**src/rtl/alu_issue_ctrl.sv**
```systemverilog
// ---------------------------------------------------------------------------
// alu_issue_ctrl
//   Instruction sequencer in front of the ALU. Fetches 16-bit words from
//   instruction memory, decodes them into the ALU operand/control fields,
//   waits EXEC_CYCLES for the ALU to settle, then writes the ALU result back
//   into an 8x16 register file. Owns the PC. Condition evaluation and flags
//   live in the ALU; this block only consumes alu_cond_ok.
//
// Ports
//   clk, rst_n            clock (rising edge), async active-low reset
//   run                   level; start/continue execution from IDLE
//   imem_req/addr/ack/data  fetch handshake, request held until ack
//   alu_cond/op/reg1/reg2/ld_sh  registered ALU operand/control fields
//   alu_result, alu_cond_ok  ALU dest value and condition-check result
//   busy, halted          status
//   dbg_sel, dbg_data     combinational register-file debug read
// ---------------------------------------------------------------------------
module alu_issue_ctrl #(
    parameter int PC_W        = 8,
    parameter int EXEC_CYCLES = 1
) (
    input  logic            clk,
    input  logic            rst_n,
    input  logic            run,
    output logic            imem_req,
    output logic [PC_W-1:0] imem_addr,
    input  logic            imem_ack,
    input  logic [15:0]     imem_data,
    output logic [1:0]      alu_cond,
    output logic [3:0]      alu_op,
    output logic [15:0]     alu_reg1,
    output logic [15:0]     alu_reg2,
    output logic [6:0]      alu_ld_sh,
    input  logic [15:0]     alu_result,
    input  logic            alu_cond_ok,
    output logic            busy,
    output logic            halted,
    input  logic [2:0]      dbg_sel,
    output logic [15:0]     dbg_data
);

    typedef enum logic [2:0] {
        S_IDLE,
        S_FETCH,
        S_DECODE,
        S_EXEC,
        S_WB,
        S_HALT
    } state_t;

    localparam logic [3:0] EXEC_LAST = 4'(EXEC_CYCLES - 1);

    state_t          state;
    state_t          state_nxt;
    logic [PC_W-1:0] pc;
    logic [15:0]     ir;
    logic [3:0]      exec_cnt;
    logic [15:0]     rf [0:7];

    logic [3:0] ir_op;
    logic [2:0] ir_rd;
    logic [2:0] ir_rs1;
    logic [2:0] ir_rs2;
    logic       wb_write;

    assign ir_op  = ir[13:10];
    assign ir_rd  = ir[9:7];
    assign ir_rs1 = ir[6:4];
    assign ir_rs2 = ir[3:1];

    // Only ops 0000..1010 produce a register result; CMP (1011) and the
    // NOP/HALT range never write back.
    assign wb_write = alu_cond_ok && (ir_op <= 4'b1010);

    // Immediate / shift-amount extraction.
    function automatic logic [6:0] imm_field(input logic [15:0] instr);
        logic [3:0] op;
        op = instr[13:10];
        if (op == 4'b0110)
            return instr[6:0];
        else if (op >= 4'b1000 && op <= 4'b1010)
            return {3'b000, instr[3:0]};
        else
            return 7'd0;
    endfunction

    // Immediate-form ops reuse the Rs2 bit positions, so Rs2 is not read.
    function automatic logic uses_rs2(input logic [15:0] instr);
        logic [3:0] op;
        op = instr[13:10];
        return !(op >= 4'b1000 && op <= 4'b1010);
    endfunction

    // ---- state register ----
    always_ff @(posedge clk or negedge rst_n) begin
        if (!rst_n)
            state <= S_IDLE;
        else
            state <= state_nxt;
    end

    // ---- next state / status outputs ----
    always_comb begin
        state_nxt = state;
        imem_req  = 1'b0;
        busy      = 1'b1;
        halted    = 1'b0;
        case (state)
            S_IDLE: begin
                busy = 1'b0;
                if (run)
                    state_nxt = S_FETCH;
            end
            S_FETCH: begin
                imem_req = 1'b1;
                if (imem_ack)
                    state_nxt = S_DECODE;
            end
            S_DECODE: begin
                if (ir_op == 4'b1111)
                    state_nxt = S_HALT;
                else if (ir_op >= 4'b1100)
                    state_nxt = S_WB;
                else
                    state_nxt = S_EXEC;
            end
            S_EXEC: begin
                if (exec_cnt == EXEC_LAST)
                    state_nxt = S_WB;
            end
            S_WB: begin
                state_nxt = run ? S_FETCH : S_IDLE;
            end
            S_HALT: begin
                busy   = 1'b0;
                halted = 1'b1;
            end
            default: begin
                state_nxt = S_IDLE;
                busy      = 1'b0;
            end
        endcase
    end

    assign imem_addr = pc;

    // ---- fetch / decode / exec / writeback datapath ----
    always_ff @(posedge clk or negedge rst_n) begin
        if (!rst_n) begin
            pc        <= '0;
            ir        <= '0;
            exec_cnt  <= '0;
            alu_cond  <= '0;
            alu_op    <= '0;
            alu_reg1  <= '0;
            alu_reg2  <= '0;
            alu_ld_sh <= '0;
            for (int i = 0; i < 8; i++)
                rf[i] <= '0;
        end else begin
            case (state)
                S_FETCH: begin
                    if (imem_ack)
                        ir <= imem_data;
                end
                S_DECODE: begin
                    alu_cond  <= ir[15:14];
                    alu_op    <= ir_op;
                    alu_reg1  <= rf[ir_rs1];
                    alu_reg2  <= uses_rs2(ir) ? rf[ir_rs2] : 16'd0;
                    alu_ld_sh <= imm_field(ir);
                    exec_cnt  <= '0;
                end
                S_EXEC: begin
                    exec_cnt <= exec_cnt + 4'd1;
                end
                S_WB: begin
                    if (wb_write)
                        rf[ir_rd] <= alu_result;
                    pc <= pc + PC_W'(1);
                end
                default: ;
            endcase
        end
    end

    // Combinational read: a write landing this cycle is seen next cycle.
    assign dbg_data = rf[dbg_sel];

endmodule

```
**config.mk**
```make
export PLATFORM = sky130hd
export DESIGN_NAME = alu_issue_ctrl
export DESIGN_NICKNAME = d
export VERILOG_FILES = /design/src/rtl/alu_issue_ctrl.sv
export SDC_FILE = /design/constraint.sdc
export NUM_CORES = 1
export LEC_CHECK = 0
export CAP_MARGIN = 30
export CORE_MARGIN = 2
export CORE_UTILIZATION = 40
export CTS_CLUSTER_SIZE = 40
export DETAILED_ROUTE_END_ITERATION = 7
export GPL_TIMING_DRIVEN = 0
export SYNTH_ARGS = -nofsm -noshare
export SYNTH_HDL_FRONTEND = slang
export SYNTH_SLANG_ARGS = --single-unit
```
**constraint.sdc**
```tcl
create_clock -name clk -period 5.6 [get_ports clk]
set_clock_uncertainty 0.1 [all_clocks]
set_input_delay 1.12 -clock clk [delete_from_list [all_inputs] [get_ports clk]]
set_output_delay 1.12 -clock clk [all_outputs]
set_load 0.05 [all_outputs]
```
## Word level (Yosys, flattened, before mapping)

Cells that the tools add are included.

| cells by class | value |
|---|---|
| add/subtract/negate cells | 2 |
| $lt $le $gt $ge | 8 |
| equal/unequal tests | 10 |
| multiplexer cells | 26 |
| bitwise operators | 5 |
| reductions and logical operators | 10 |

Operator list:

| cell | count |
|---|---|
| $bmux 16 s3 | 3 |
| $bwmux 128 | 1 |
| $mux 16 | 8 |
| $demux 16 s3 | 1 |
| $ge 4x4->1 const B | 6 |
| $pmux 3 s6 | 1 |
| $not 3->4 | 4 |
| $mux 3 | 5 |
| $add 8x1->8 const B | 1 |
| $pmux 4 s2 | 1 |
| $mux 7 | 1 |
| $eq 3x2->1 const B | 2 |
| $eq 3x3->1 const B | 2 |
| $ne 2x2->1 const B | 3 |
| $add 4x1->4 const B | 1 |
| $eq 4x3->1 const B | 1 |
| $eq 4x4->1 const B | 1 |
| $le 4x4->1 const B | 1 |
| $logic_not 4->1 | 1 |
| $lt 4x1->1 const B | 1 |
| $mux 1 | 4 |
| $mux 4 | 1 |
| $reduce_and 2->1 | 2 |
| $reduce_and 4->1 | 1 |
| other kinds (6) | 8 |

| word-level totals | value |
|---|---|
| register bits | 204 |
| bits of input ports | 40 |
| output and inout port bits | 72 |
| word-level logic and storage cells | 78 |

## Longest topological paths before layout

Gate-level depths: netlist of the first run.

| depth | value |
|---|---|
| word-level depth | 6 |
| gate-level depth with buffers | 6 |
| depth with buffers taken out | 5 |

## Worst setup path before layout of the first run

No wires, ideal clock.

| path | value |
|---|---|
| kind | input -> output |
| start | input dbg_sel[0] |
| end | output dbg_data[0] |
| arrival time | 2,550 ps |
| data required time | 4,380 ps |
| setup slack | 1,830 ps |
| cell stages on the path | 4 |
| path buffers | 2 |
| path through | clkbuf_1 -> buf_2 -> mux4_2 -> mux2_2 |

| on the way | value |
|---|---|
| cells in the longest elaborated chain, start to end | 4 |

Ends and longest elaborated chain:

| item | RTL line | text |
|---|---|---|
| start: declaration | 38 | `input logic [2:0] dbg_sel,` |
| $not 3->4 (not written as such) | 188 | `assign dbg_data = rf[dbg_sel];` |
| $bmux 16 s3 | 188 |  |
| $mux 16 (not written as such) (2 in series) | 188 |  |
| end: declaration | 39 | `output logic [15:0] dbg_data` |

Every way passes these cells. The select of a mux whose other input is x is not followed.

## Worst setup path after layout of the first run

| path | value |
|---|---|
| start | input dbg_sel[1] |
| end | output dbg_data[5] |

The elaborated chain is that of the path after synthesis.

==> impl_metrics.py, run 1 <==
metrics = {
    "placed_design": {
        "dp_cells": 1151,
        "place.gp.congestion": 0.849,
        "portBuffers": 109,
        "dp_hpwl_um": 20300,
        "place_ws_ps": 447,
    },
    "sta": {
        "hold_viol_final": 0,
        "rsz0062_at_grt": "no",
        "slew_headroom_pct": 29.8,
        "setup_viol": 0,
        "finalMaxSlewViolations": 0,
        "fin_ws_ps": 440,
        "fin_crit_ps": 5160,
        "finalCritPeriodShare_pct": 92.2,
        "worst_pin_slew_ps": 1050,
        "setup_tns_ps": 0,
        "fmax_mhz": 194,
    },
    "die": {
        "start_util_pct": 40.8,
        "die_height_um": 167,
        "row_count": 59,
        "ioPinCount": 112,
        "die_area_um2": 27900,
        "die_w_um": 167,
        "coreArea_um2": 26100,
    },
    "clocking": {
        "cts_tree": "built",
        "clock_sinks": 204,
        "post_cts_resize_count": 0,
        "cts_max_level": 1,
        "post_cts_buffers": 0,
        "clk_pin_slew_ps": 60,
        "cts_buffer_depth": 3,
        "cts_buffers": 23,
        "root_buffer": "clkbuf_16",
        "clk_latency_ps": 520,
        "holdBufCountCts": 0,
    },
    "worst_setup_path": {
        "r2r_cells": 5,
        "worst_ep_required_time_ps": 4380,
        "cpMaxStageDelayCell": "clkbuf_1",
        "critPathBufInv": 3,
        "cp_num_cells": 5,
        "crit_family": "buffers and inverters",
        "critPathMaxFanout": 10,
        "crit_chain": "clkdlybuf4s50_1 > clkbuf_1 > mux4_2 > mux2_2 > clkdlybuf4s50_1",
        "end_kind": "primary output",
        "critPathMaxStageDelay_ps": 770,
        "cp-start-kind": "input pin",
        "cpMostUsedCell": "clkdlybuf4s50_1",
        "cp_data_arrival_time_ps": 3940,
        "worstSetupPathType": "input pin to primary output",
    },
    "layout": {
        "n_antenna_cell": 0,
        "syn_to_final_growth_pct": 22.2,
        "fin_cells": 1193,
        "final_common_cell": "dfrtp_1",
        "drive_gt1_share_pct": 40.3,
        "final_cell_mix": "204 x dfrtp_1, 170 x mux2_2, 108 x clkdlybuf4s50_1, 96 x mux4_2, 43 x nand2_1",
        "nNetsFinal": 884,
        "fin_util_pct": 49.8,
    },
    "detailed_routing": {
        "routed_wirelength_um": 30500,
        "first_pass_iters": 7,
        "num_vias": 7071,
        "wire_per_inst_um": 25.6,
        "drt-vias-per-instance": 5.93,
        "drcViolationCount": 15,
        "drt-initial-drc-count": 634,
        "ant_nets": 0,
    },
    "worst_hold_path": {
        "hp-class": "flop to flop",
        "whs_path_depth": 2,
    },
    "logic_synthesis": {
        "synth-seq-cells": 204,
        "ys_warn_count": 0,
        "netlist_area_um2": 10700,
        "ys_seq_area_share_pct": 47.9,
        "syn_nets": 749,
        "async_reset_ff_share_pct": 100,
        "synth_ff_type": "dfrtp_1",
        "synth-edff-count": 0,
        "syn_inst": 706,
        "synth.distinct_cells": 41,
        "syn_area_per_cell_um2": 15.1,
    },
    "grt": {
        "grt_max_degree": 107,
        "grt_use_total_pct": 21.9,
        "grt-ovfl-total": 0,
        "grt_pass1_vias": 7450,
        "antenna_found_initial": 0,
        "grt_pass1_wl_um": 46600,
    },
    "power": {
        "finalPower_mw": 7.16,
        "worst_ir_drop_vdd_uv": 233,
        "p_per_area_nw_per_um2": 550,
        "leakage_nw": 5.66,
    },
    "run": {
        "cap_violations": 0,
    },
    "status": {
        "outcome": "finished with violations",
        "violations": "design-rule violations",
    },
}
-- through the flow --
stage	hold slack [ps]	area, um2
global placement	361	12200
global route	394	13000
detailed placement	364	12200
CTS	374	13000
floorplan	335	10700
finish	370	13000
-- layer usage --
metal  GRT usage, %  routed length [um]  vias up
li1               -                   -     2994
met1           29.2               12900     3761
met2           37.1               14900      258
met3           4.02                1890       58
met4           6.24                 813        0
met5              0                   0        -
-- state kept, by name, indices dropped and copies added, names as in the netlist --
signal	cells
imem_addr	8
state	3
exec_cnt	4
alu_ld_sh	7
alu_reg2	16
ir	16
alu_reg1	16
alu_op	4
rf	128
alu_cond	2
-- cell families (layout without fill, tap and decap cells) --
logic type                 after synthesis  after routing  synth area share [%]
DFF                                    204            204                  47.9
AOI/OAI and AO/OA                       63             63                  4.26
and+or+nand+nor                         83             83                  3.95
muxes                                  285            285                  40.1
buffers and inverters                   59            211                  2.68
adders and majority gates                3              3                 0.352
xor gates and xnor gates                 9              9                 0.740
-- area by class of cell --
| class | instances | area (um2) |
|---|---|---|
| plain buffers | 51 | 255 |
| clock buffers | 32 | 679 |
| clock inverters | 10 | 141 |
| fillers | 2218 | 13100 |
| inverters | 8 | 30.0 |
| multi-input cells | 443 | 5260 |
| flip-flops and latches | 204 | 5100 |
| well taps | 335 | 419 |
| repair buffers | 110 | 1120 |
-- worst paths after layout --
kind	slack (ps)	endpoint	start
max in group asynchronous	3860	rf[58]	rst_n
worst min-delay path	370	alu_cond[1]	ir[15]
worst min register to register	370	alu_cond[1]	ir[15]
worst max register to register	2990	alu_reg2[3]	ir[3]
min in group asynchronous	530	imem_addr[5]	rst_n
worst max-delay path	440	dbg_data[5]	dbg_sel[1]
-- tightest hold or removal path, cell delays in order, from the launching register on --
cell     delay, ps
dfrtp_1        340
nand2_1         50
nand2_1         50
-- synthesized netlist by cell type (all sizes together) (2+ instances only) --
master | number | area share [%]
nand2 | 43 | 1.5
nand3 | 6 | 0.28
buf | 28 | 1.6
nor2 | 12 | 0.56
or2 | 2 | 0.12
mux2i | 16 | 1.5
mux2 | 173 | 18
o2111ai | 2 | 0.39
a22o | 24 | 2.0
xor2 | 3 | 0.25
clkbuf | 23 | 0.81
nand2b | 2 | 0.12
nand4 | 4 | 0.23
nor3b | 3 | 0.21
xnor2 | 6 | 0.49
o21ai | 28 | 1.3
mux4 | 96 | 20
dfrtp | 204 | 48
inv | 8 | 0.28
ha | 3 | 0.35
nor3 | 2 | 0.094
a21oi | 7 | 0.43
-- power breakdown --
part	internal, mW	total, mW	switching, mW
registers	1.96	2.41	0.451
clock network	0.987	1.62	0.634
logic	1.44	3.12	1.68
total	4.39	7.16	2.76
No activity file was read; power rests on OpenSTA's default activity.
==> run 2: changes to the inputs <==
clock period = 5.1 ns   (was 5.6 ns; I/O delays follow)
==> results of run 2 <==
The final DEF is identical to that of run 1. Status: finished with violations: design-rule violations.
Among the figures that moved: setup slack after placement 447 ps -> 147 ps; setup slack after layout 440 ps -> 140 ps; register-to-register setup slack 2990 ps -> 2490 ps; total power 7.16 mW -> 7.86 mW; worst IR drop on VDD 233 uV -> 256 uV
==> run 3: changes to the inputs <==
CTS_CLUSTER_SIZE = default   (was 40)
==> run 3 against run 2 <==
Compared with the run above:
- the flow still finishes with violations (design-rule violations)
- non-clock buffer count unchanged
- sequential cell count unchanged
- first-iteration DRC count down 2.8%
- register-to-register slack better by 20 ps
- cell area up 0.22%
- worst setup slack worse by 8.5 ps
- die area unchanged
- sequential power about the same
- power up 0.83%
- routed wire length down 0.37%
- critical path type unchanged
- largest power group unchanged
- highest routed layer unchanged
==> impl_metrics.py, run 3 (synthesis gave the netlist of run 1 again) <==
metrics = {
    "placed_design": {
        "dp_hpwl_um": 20300,
        "portBuffers": 109,
        "place_ws_ps": 147,
        "place.gp.congestion": 0.849,
    },
    "detailed_routing": {
        "drt-vias-per-instance": 5.91,
        "drt-initial-drc-count": 616,
        "wire_per_inst_um": 25.5,
        "ant_nets": 0,
        "routed_wirelength_um": 30400,
        "drcViolationCount": 14,
        "num_vias": 7041,
        "first_pass_iters": 8,
    },
    "sta": {
        "fin_crit_ps": 4970,
        "finalCritPeriodShare_pct": 97.4,
        "finalMaxSlewViolations": 0,
        "fmax_mhz": 201,
        "worst_pin_slew_ps": 1040,
        "fin_ws_ps": 131,
        "slew_headroom_pct": 30.6,
        "hold_viol_final": 0,
        "setup_viol": 0,
        "rsz0062_at_grt": "no",
    },
    "clocking": {
        "root_buffer": "clkbuf_16",
        "cts_buffer_depth": 3,
        "cts_tree": "built",
        "holdBufCountCts": 0,
        "cts_max_level": 1,
        "clk_pin_slew_ps": 60,
        "clock_sinks": 204,
        "clk_latency_ps": 510,
        "post_cts_buffers": 0,
        "cts_buffers": 23,
        "post_cts_resize_count": 0,
    },
    "power": {
        "pwr-share-comb_pct": 43.3,
        "leakage_nw": 5.69,
        "finalPower_mw": 7.92,
        "p_int_mw": 4.90,
        "worst_ir_drop_vdd_uv": 235,
        "p_per_area_nw_per_um2": 607,
        "p_sw_mw": 3.02,
        "p_sw_share_pct": 38.1,
        "p_clk_share_pct": 23.3,
        "p_seq_share_pct": 33.4,
    },
    "worst_hold_path": {
        "whs_path_depth": 2,
        "hp-class": "flop to flop",
    },
    "die": {
        "ioPinCount": 112,
        "die_area_um2": 27900,
        "die_height_um": 167,
        "start_util_pct": 40.8,
        "row_count": 59,
        "die_w_um": 167,
        "coreArea_um2": 26100,
    },
    "layout": {
        "n_antenna_cell": 0,
        "nNetsFinal": 884,
        "largest_reg_flops": 128,
        "final_common_cell": "dfrtp_1",
        "drive_gt1_share_pct": 40.3,
        "final_cell_mix": "204 x dfrtp_1, 170 x mux2_2, 108 x clkdlybuf4s50_1, 96 x mux4_2, 43 x nand2_1",
        "syn_to_final_growth_pct": 22.5,
        "regMostFlops": "rf",
    },
    "worst_setup_path": {
        "cp-start-kind": "input pin",
        "critPathMaxFanout": 10,
        "cp_data_arrival_time_ps": 3850,
        "ff2ff_setup_slack_ps": 2510,
        "r2r_cells": 5,
        "worst_ep_required_time_ps": 3980,
        "end_kind": "primary output",
        "worstSetupPathType": "input pin to primary output",
    },
    "grt": {
        "grt_pass1_wl_um": 46500,
        "antenna_found_initial": 0,
        "grt_pass1_vias": 7422,
        "grt_max_degree": 107,
        "grt-ovfl-total": 0,
        "grt_use_total_pct": 21.9,
    },
    "status": {
        "violations": "design-rule violations",
        "outcome": "finished with violations",
    },
    "run": {
        "cap_violations": 0,
    },
}
## run 3: cell count changes in the layout (fill, tap and decap cells not counted), sizes merged
cell      change
bufinv        +2
clkinv        +2
inv           -1
clkbuf        -1
clkinvlp      -3
## run 3: critical path, stage by stage
cell,delay [ps]
clkdlybuf4s50_1,630
clkbuf_1,770
mux4_2,430
mux2_2,280
clkdlybuf4s50_1,710
## run 3: power groups by stage
stage	combinational [mW]	clock (mW)	sequential [mW]
floorplan	2.09	0	2.89
finish	3.43	1.84	2.65
detailed placement	3.44	0	2.66
global placement	3.40	0	2.61
CTS	3.45	1.88	2.64
global route	3.61	1.95	2.72
## run 3: worst paths after layout
kind,startpoint,to
worst max-delay path,dbg_sel[1],dbg_data[5]
max in group asynchronous,rst_n,rf[57]
worst min-delay path,ir[15],alu_cond[1]
worst min register to register,ir[15],alu_cond[1]
min in group asynchronous,rst_n,imem_addr[5]
worst max register to register,ir[3],alu_reg2[10]
## run 3: per-stage QoR
step                      hold slack (ps)  cell area, um2  cells  util, %  setup TNS [ps]
after floorplan                       335           10700    706        -               0
after global placement                361           12200   1150     46.5        -1085630
after detailed placement              364           12200   1151     46.7               0
after CTS                             374           13000   1192     49.9               0
after global routing                  394           13000   1192     49.9               0
final                                 370           13000   1192     49.9               0
## run 3: routing by layer
metal  part of all wire [%]  global-route usage (%)  up-vias
li1                       -                       -     2992
met1                     42                    29.1     3762
met2                     49                    37.1      245
met3                    6.4                    4.35       42
met4                    2.1                    5.86        0
met5                      0                       0        -
## run 3: cell type report
type	instances	area, um2
Buffer	51	255
Clock buffer	31	666
Clock inverter	10	184
Fill cell	2215	13100
Inverter	8	30.0
Multi-Input combinational cell	443	5260
Sequential cell	204	5100
Tap cell	335	419
Timing Repair Buffer	110	1120
